<file path="config.mk">
export PLATFORM = sky130hd
export DESIGN_NAME = instr_fetch_unit
export DESIGN_NICKNAME = d
export VERILOG_FILES = /design/src/rtl/cpu_pkg.sv /design/src/rtl/pc_next_calc.sv /design/src/rtl/instr_fetch_unit.sv
export SDC_FILE = /design/constraint.sdc
export NUM_CORES = 1
export LEC_CHECK = 0
export ABC_AREA = 1
export CORE_MARGIN = 2
export CORE_UTILIZATION = 48
export CTS_BUF_LIST = sky130_fd_sc_hd__clkbuf_4 sky130_fd_sc_hd__clkbuf_8 sky130_fd_sc_hd__clkbuf_16
export DETAILED_ROUTE_END_ITERATION = 10
export HOLD_SLACK_MARGIN = 0.06
export PLACE_DENSITY_LB_ADDON = 0.25
export SYNTH_ARGS = -nofsm -noshare
export SYNTH_HDL_FRONTEND = slang
export SYNTH_SLANG_ARGS = --single-unit
</file>
<file path="constraint.sdc">
create_clock -name clk -period 2.65 [get_ports clk]
set_clock_uncertainty 0.05 [all_clocks]
set_input_delay 0.795 -clock clk [delete_from_list [all_inputs] [get_ports clk]]
set_output_delay 0.795 -clock clk [all_outputs]
set_load 0.03 [all_outputs]
</file>
<file path="src/rtl/cpu_pkg.sv">
// Shared CPU definitions: fetch FSM encoding, PC stepping and branch offset field.
package cpu_pkg;

    typedef enum logic [1:0] {
        RST_WAIT = 2'd0,
        FETCH    = 2'd1,
        HOLD     = 2'd2
    } fetch_state_t;

    localparam logic [31:0] PC_STEP          = 32'd4;
    localparam int          IMMED_LSB        = 0;
    localparam int          IMMED_MSB        = 15;
    localparam logic [31:0] RESET_PC_DEFAULT = 32'h0000_0000;

endpackage

</file>
<file path="src/rtl/pc_next_calc.sv">
// Next-PC arithmetic: sequential step or PC-relative branch, modulo 2^32.
module pc_next_calc
    import cpu_pkg::*;
(
    input  logic [31:0] pc,
    input  logic [15:0] immed,
    input  logic        pc_sel,
    output logic [31:0] pc_next
);

    logic [31:0] pc_seq;
    logic [31:0] offset;

    // Branch offset counts words relative to the sequential PC.
    assign pc_seq  = pc + PC_STEP;
    assign offset  = {{14{immed[15]}}, immed, 2'b00};
    assign pc_next = pc_sel ? (pc_seq + offset) : pc_seq;

endmodule

</file>
<file path="src/rtl/instr_fetch_unit.sv">
// Instruction fetch stage: PC register, req/ack fetch from instruction memory,
// and a held instruction register released by the decoder via pc_lden.
module instr_fetch_unit
    import cpu_pkg::*;
#(
    parameter logic [31:0] RESET_PC = RESET_PC_DEFAULT,
    parameter int          IMEM_AW  = 10
) (
    input  logic               clk,
    input  logic               reset,
    input  logic               pc_lden,
    input  logic               pc_sel,
    input  logic [31:0]        imem_rdata,
    input  logic               imem_ack,
    output logic               imem_req,
    output logic [IMEM_AW-1:0] imem_addr,
    output logic [31:0]        instr,
    output logic               instr_valid,
    output logic [31:0]        pc
);

    fetch_state_t state_q, state_d;
    logic [31:0]  pc_next;
    logic         capture;
    logic         retire;

    pc_next_calc u_pc_next_calc (
        .pc      (pc),
        .immed   (instr[IMMED_MSB:IMMED_LSB]),
        .pc_sel  (pc_sel),
        .pc_next (pc_next)
    );

    // NOTE: every always_comb output gets a default first so no latch is inferred.
    always_comb begin
        state_d     = state_q;
        imem_req    = 1'b0;
        instr_valid = 1'b0;
        capture     = 1'b0;
        retire      = 1'b0;
        unique case (state_q)
            RST_WAIT: state_d = FETCH;
            FETCH: begin
                imem_req = 1'b1;
                if (imem_ack) begin
                    capture = 1'b1;
                    state_d = HOLD;
                end
            end
            HOLD: begin
                instr_valid = 1'b1;
                if (pc_lden) begin
                    retire  = 1'b1;
                    state_d = FETCH;
                end
            end
            default: state_d = RST_WAIT;
        endcase
    end

    // NOTE: state registers use non-blocking assignments so all flops update together.
    always_ff @(posedge clk) begin
        if (reset) begin
            state_q <= RST_WAIT;
            pc      <= RESET_PC & ~32'h3;
            instr   <= '0;
        end else begin
            state_q <= state_d;
            if (capture) instr <= imem_rdata;
            if (retire)  pc    <= pc_next & ~32'h3;
        end
    end

    assign imem_addr = pc[IMEM_AW+1:2];

endmodule

</file>
* Word-level counts from Yosys, hierarchy flattened
Index checks and enable logic that the tools add are counted.
** Storage, ports and cells
- Bits in registers :: 64
- Input bits :: 37
- Output and inout bits :: 76
** Cells by class
- Mux-type cells :: 10
- Eq/ne operators :: 4
- Reduce and logical (&&, ||, !) cells :: 2
- Add/sub/neg operators :: 2
** Operators with widths (number)
- adder 32 x 3 -> 32 bit (second input constant) :: 1
- adder 32 bit :: 1
- 2-to-1 mux 32 bit :: 1
- 2-to-1 mux 1 bit :: 6
- one-hot mux 2 bit (3 select lines) :: 1
- 2-to-1 mux 2 bit :: 2
- inequality test 2 bit (second input constant) :: 2
- equality test 2 x 1 -> 1 bit (second input constant) :: 1
- equality test 2 bit (second input constant) :: 1
- zero test 2 bit :: 1
- AND reduction 2 bit :: 1

* Depth between registers and ports, before layout
Gate-level depths: netlist of run 1.
- Depth in word-level cells :: 3
- Gate-level depth with buffers :: 24

* Modules after synthesis
Synthesis of run 1 repeated with hierarchy kept, for this count alone.
** Unflattened totals
- Cell total of the unflattened synthesis :: 1036
- Area, all modules :: 5933.2 um2
** By module, submodules not included
- pc_next_calc :: cells an instance 617, area an instance 3204.3 um2, sequential area each 0.0 um2, times used 1
- instr_fetch_unit :: cells an instance 419, area an instance 2728.9 um2, sequential area each 1281.2 um2, times used 1

* Worst setup path after synthesis of run 1
OpenSTA, ideal clock, no wires.
- Path kind :: reg2reg
- Start point :: reg pc[2]
- End point :: reg pc[27]
- Cell stages (with the launch flop) :: 19
- Arrival :: 2.708 ns
- Slack :: -0.240 ns
- Path buffers :: 0
- Setup time :: 0.132 ns
- Data required time :: 2.468 ns
- Path through :: dfxtp_1 > ha_1 > nand3_1 > inv_2 > nand2_2 > nor2_4 > nand2_2 > xor2_1 > inv_1 > ha_1 > nand2_1 > nor2_1 > nand2_1 > nor3_1 > nand2_1 > nand3_1 > nand3_1 > nand2_1 > a21oi_1
** Between the ends
- Cells in the longest elaborated chain, start to end :: 3
** Ends and longest elaborated chain
- start: declaration :: RTL line instr_fetch_unit.sv:19 : output logic [31:0] pc
- start signal: assignment :: RTL line instr_fetch_unit.sv:65 : pc <= RESET_PC & ~32'h3;
- start signal: assignment :: RTL line instr_fetch_unit.sv:70 : if (retire) pc <= pc_next & ~32'h3;
- adder 32 x 3 -> 32 bit * :: RTL line pc_next_calc.sv:15 : assign pc_seq = pc + PC_STEP;
- adder 32 bit :: RTL line pc_next_calc.sv:17 : assign pc_next = pc_sel ? (pc_seq + offset) : pc_seq;
- 2-to-1 mux 32 bit * :: RTL line pc_next_calc.sv:17
Every way passes the cells marked *; elsewhere a longest branch is shown, timed or not.
A chain may end at the register's enable or synchronous reset.

* Worst setup path in the final report of run 1
- Start point :: reg pc[8]
- End point :: reg pc[20]
The elaborated chain is that of the path after synthesis.

==> results of run 1 <==
-- report_power, final --
part,internal [W],switching (W),total (W)
registers,0.000987,0.0000372,0.00102
clock network,0.000694,0.000469,0.00116
logic,0.000311,0.000382,0.000693
-- cells by family after synthesis --
family          synth area share (%)
fa+ha+maj                       8.20
compound gates                  11.2
buf+inv                         13.6
flops                           21.8
simple gates                    40.5
xor+xnor                        4.70
other cells                   0.0637
-- synth_stat cells --
cell type | count | area, um^2
sky130_fd_sc_hd__a21o_1 | 2 | 15.0
sky130_fd_sc_hd__a21oi_1 | 88 | 440
sky130_fd_sc_hd__a31oi_1 | 7 | 43.8
sky130_fd_sc_hd__and2_1 | 2 | 12.5
sky130_fd_sc_hd__buf_2 | 5 | 25.0
sky130_fd_sc_hd__buf_4 | 14 | 105
sky130_fd_sc_hd__clkbuf_1 | 21 | 78.8
sky130_fd_sc_hd__clkinv_2 | 1 | 5.00
sky130_fd_sc_hd__conb_1 | 1 | 3.75
sky130_fd_sc_hd__dfxtp_1 | 64 | 1280
sky130_fd_sc_hd__fa_1 | 1 | 20.0
sky130_fd_sc_hd__ha_1 | 37 | 463
sky130_fd_sc_hd__inv_1 | 154 | 578
sky130_fd_sc_hd__inv_2 | 2 | 7.51
sky130_fd_sc_hd__nand2_1 | 365 | 1370
sky130_fd_sc_hd__nand2_2 | 9 | 56.3
sky130_fd_sc_hd__nand2_4 | 1 | 11.3
sky130_fd_sc_hd__nand3_1 | 90 | 450
sky130_fd_sc_hd__nand3_4 | 1 | 17.5
sky130_fd_sc_hd__nand3b_1 | 2 | 15.0
sky130_fd_sc_hd__nand4_1 | 10 | 62.6
sky130_fd_sc_hd__nor2_1 | 68 | 255
sky130_fd_sc_hd__nor2_2 | 1 | 6.26
sky130_fd_sc_hd__nor2_4 | 7 | 78.8
sky130_fd_sc_hd__nor2_8 | 1 | 20.0
sky130_fd_sc_hd__nor3_1 | 4 | 20.0
sky130_fd_sc_hd__nor3_2 | 1 | 10.0
sky130_fd_sc_hd__o211ai_1 | 1 | 7.51
sky130_fd_sc_hd__o21ai_0 | 20 | 100
sky130_fd_sc_hd__o21ai_1 | 3 | 15.0
sky130_fd_sc_hd__o21bai_1 | 5 | 37.5
sky130_fd_sc_hd__xnor2_1 | 7 | 61.3
sky130_fd_sc_hd__xor2_1 | 19 | 166
sky130_fd_sc_hd__xor2_2 | 3 | 48.8
-- metrics by stage --
| step | setup TNS, ns | setup slack (ns) | cells | total power [W] | instance area [um^2] |
|---|---|---|---|---|---|
| floorplan | 0 | 0.00328 | 1018 | 0.00135 | 5910 |
| global placement | -2.35 | -0.277 | 1349 | 0.00161 | 7860 |
| detailed placement | -2.34 | -0.256 | 1349 | 0.00162 | 7860 |
| CTS | -0.0239 | -0.0129 | 1373 | 0.00279 | 8530 |
| global route | -3.77 | -0.266 | 1387 | 0.00298 | 9520 |
| finish | -1.73 | -0.153 | 1387 | 0.00288 | 9520 |
-- how the worst max path moves through the flow --
stage | end | slack (ns)
finish | pc[20] | -0.15
global route | pc[27] | -0.27
CTS | pc[31] | -0.01
detailed placement | pc[20] | -0.26
floorplan | pc[27] | 0.003
global placement | pc[20] | -0.28
-- worst max-delay path: cells and delay by family, from the launching register on --
family                     cells  cell delay, ns
adders and majority gates      1            0.23
and+or+nand+nor               12            1.12
xor gates and xnor gates       1            0.22
AOI/OAI and AO/OA              2            0.36
DFF                            1            0.38
buffers and inverters          3            0.30
-- state kept, by name, summed over array words and instances (netlist names) --
| signal | flops |
|---|---|
| pc | 30 |
| state_q | 2 |
| instr | 32 |
-- routing by layer --
layer | routed length, um | track usage [%] | vias up
met3 | 1860 | 7.06 | 118
met1 | 8510 | 36.9 | 3410
met4 | 1400 | 12.1 | 0
li1 | - | - | 3601
met5 | 0 | 0 | -
met2 | 11200 | 52.7 | 406
-- final cells by class --
type                            count  area (um^2)
Clock buffer                       12          260
Multi-Input combinational cell    757         4960
Fill cell                         788         2490
Clock inverter                      4         28.8
Inverter                          157          591
Tap cell                          147          184
Sequential cell                    64         1340
Timing Repair Buffer              246         2160
-- repair_timing --
item / CTS / global route
setup buffers: 8 / 14
resized for setup: 73 / 212
setup endpoints to repair: 21 / 23
pin swaps: 23 / 96
==> impl_metrics.csv, run 1 <==
group,metric,value,unit
status,run_status,"finished with violations",
status,violations,"setup timing",
synthesis,post_synthesis_sequential_element_count,64,
floorplan,row_count,40,
finish,utilization,79.3,%
synthesis,ys.warnings.count,0,
hold_path,timing.hold.worst_endpoint,"instr[21]",
placement,portBuffers,110,
route,route.detailed.vias_per_inst,5.43,
floorplan,initial_utilization,49.0,%
floorplan,core,0.0120,mm^2
critical_path,path_cells,"nand2_4 > nor2_4 > nand2_2 > nor2_4 > xor2_2 > buf_4 > ha_4 > nand2_4 > inv_1 > nand2_1 > nand2_2 > inv_2 > nand3_4 > nand2_2 > nand2_2 > nand2_1 > nand2_1 > o21ai_2 > a21oi_1",
timing,finalWorstPathRequiredPeriod,2.80,ns
timing,final-max-slew-violation-count,0,
synthesis,synth.lib_cells_used.distinct,34,
critical_path,critPathMaxStageDelay,0.38,ns
hold_path,hold_path_class,"flop to flop",
critical_path,beginning_of_the_worst_register_to_register_path,"pc[8]",
critical_path,r2r_end,"pc[20]",
route,postRouteAntennaNets,0,
clocking,clock_insertion_delay_worst_skew,0.35,ns
floorplan,die_width,115,um
critical_path,criticalPathCategory,"flop to flop",
timing,worst_hold_slack,0.408,ns
grt,grt_overflow,0,
placement,detailedPlacementHpwl,15200,um
power_and_ir_drop,cellLeakagePower,4.53,nW
clocking,cts.htree.levels,3,
power_and_ir_drop,worst_vdd_rail_ir_drop,401,uV
critical_path,worst-r2r-setup-slack,-0.15,ns
synthesis,synth_area,0.00589,mm^2
critical_path,cp_slowest_cell,"sky130_fd_sc_hd__dfxtp_4",
grt,first_global_vias,6574,
finish,final_cell_mix,"sky130_fd_sc_hd__nand2_1 (291), sky130_fd_sc_hd__inv_1 (134), sky130_fd_sc_hd__buf_4 (130), sky130_fd_sc_hd__clkdlybuf4s50_1 (109), sky130_fd_sc_hd__nand3_1 (76)",
finish,post_route_cells_drive_above_1_share,33.1,%
floorplan,dieHeight,115,um
clocking,postCtsHoldBufs,0,
route,wl_per_cell,16.6,um
synthesis,syn_avg_cell_area,5.79,um^2
route,via_count,7535,
critical_path,reg2reg_depth,19,
critical_path,critical_path_endpoint_category,"flop",
critical_path,startpoint,"pc[8]",
finish,num-nets-final,1310,
placement,global_placement_routability_congestion,0.943,
floorplan,pin_count,113,
grt,antenna_found_initial,0,
finish,antenna-diode-count,0,
floorplan,floorplan.die_area,0.0132,mm^2
timing,report.final.setup_viol,19,
timing,fmax,357,MHz
clocking,path_clk_slew,0.06,ns
grt,grt_first_pass_wirelength,31600,um
clocking,numCtsBuffers,9,
route,wirelength,23000,um
route,drc_errors,0,
grt,global_route.usage.total,30.5,%
flow_run,max_cap_viol_count,0,
clocking,clk_path_buf_depth,2,
clocking,clock_tree.root_cell,"sky130_fd_sc_hd__clkbuf_16",
synthesis,yosysSeqAreaShare,21.8,%
finish,area_growth_syn_to_layout,61.7,%
critical_path,critical_path_peak_fanout,4,
route,first_pass_drt_iterations,7,
timing,finalHoldViolations,0,
route,drtIter0Drc,657,
synthesis,syn_inst,1017,
timing,rsz0062_at_grt,"true",
critical_path,start_kind,"flop",
critical_path,critPathMostFrequentCell,"sky130_fd_sc_hd__nand2_2",
critical_path,worst-endpoint-arrival,2.98,ns
grt,largest_net_degree_at_the_start_of_global_routing,34,
clocking,cts_tree,"done",
hold_path,worstHoldPathCells,2,
finish,layout_commonest_cell,"sky130_fd_sc_hd__nand2_1",
timing,minimum_setup_slack_in_the_final_design,-0.153,ns
critical_path,required,2.83,ns
hold_path,hold_start,"instr[21]",
clocking,numClockSinks,64,
power_and_ir_drop,powerDensity,303,mW/mm^2
timing,min_period_over_period,106,%
Power figures use the tool's default switching activity.
==> run 2, diff against run 1 <==
--- a/config.mk
+++ b/config.mk
@@ -6,6 +6,7 @@
 export NUM_CORES = 1
 export LEC_CHECK = 0
 export ABC_AREA = 1
+export ABC_CLOCK_PERIOD_IN_PS = 2650
 export CORE_MARGIN = 2
 export CORE_UTILIZATION = 48
 export CTS_BUF_LIST = sky130_fd_sc_hd__clkbuf_4 sky130_fd_sc_hd__clkbuf_8 sky130_fd_sc_hd__clkbuf_16
==> results of run 2 <==
No change in the layout: final DEF, timing and power equal those of run 1.
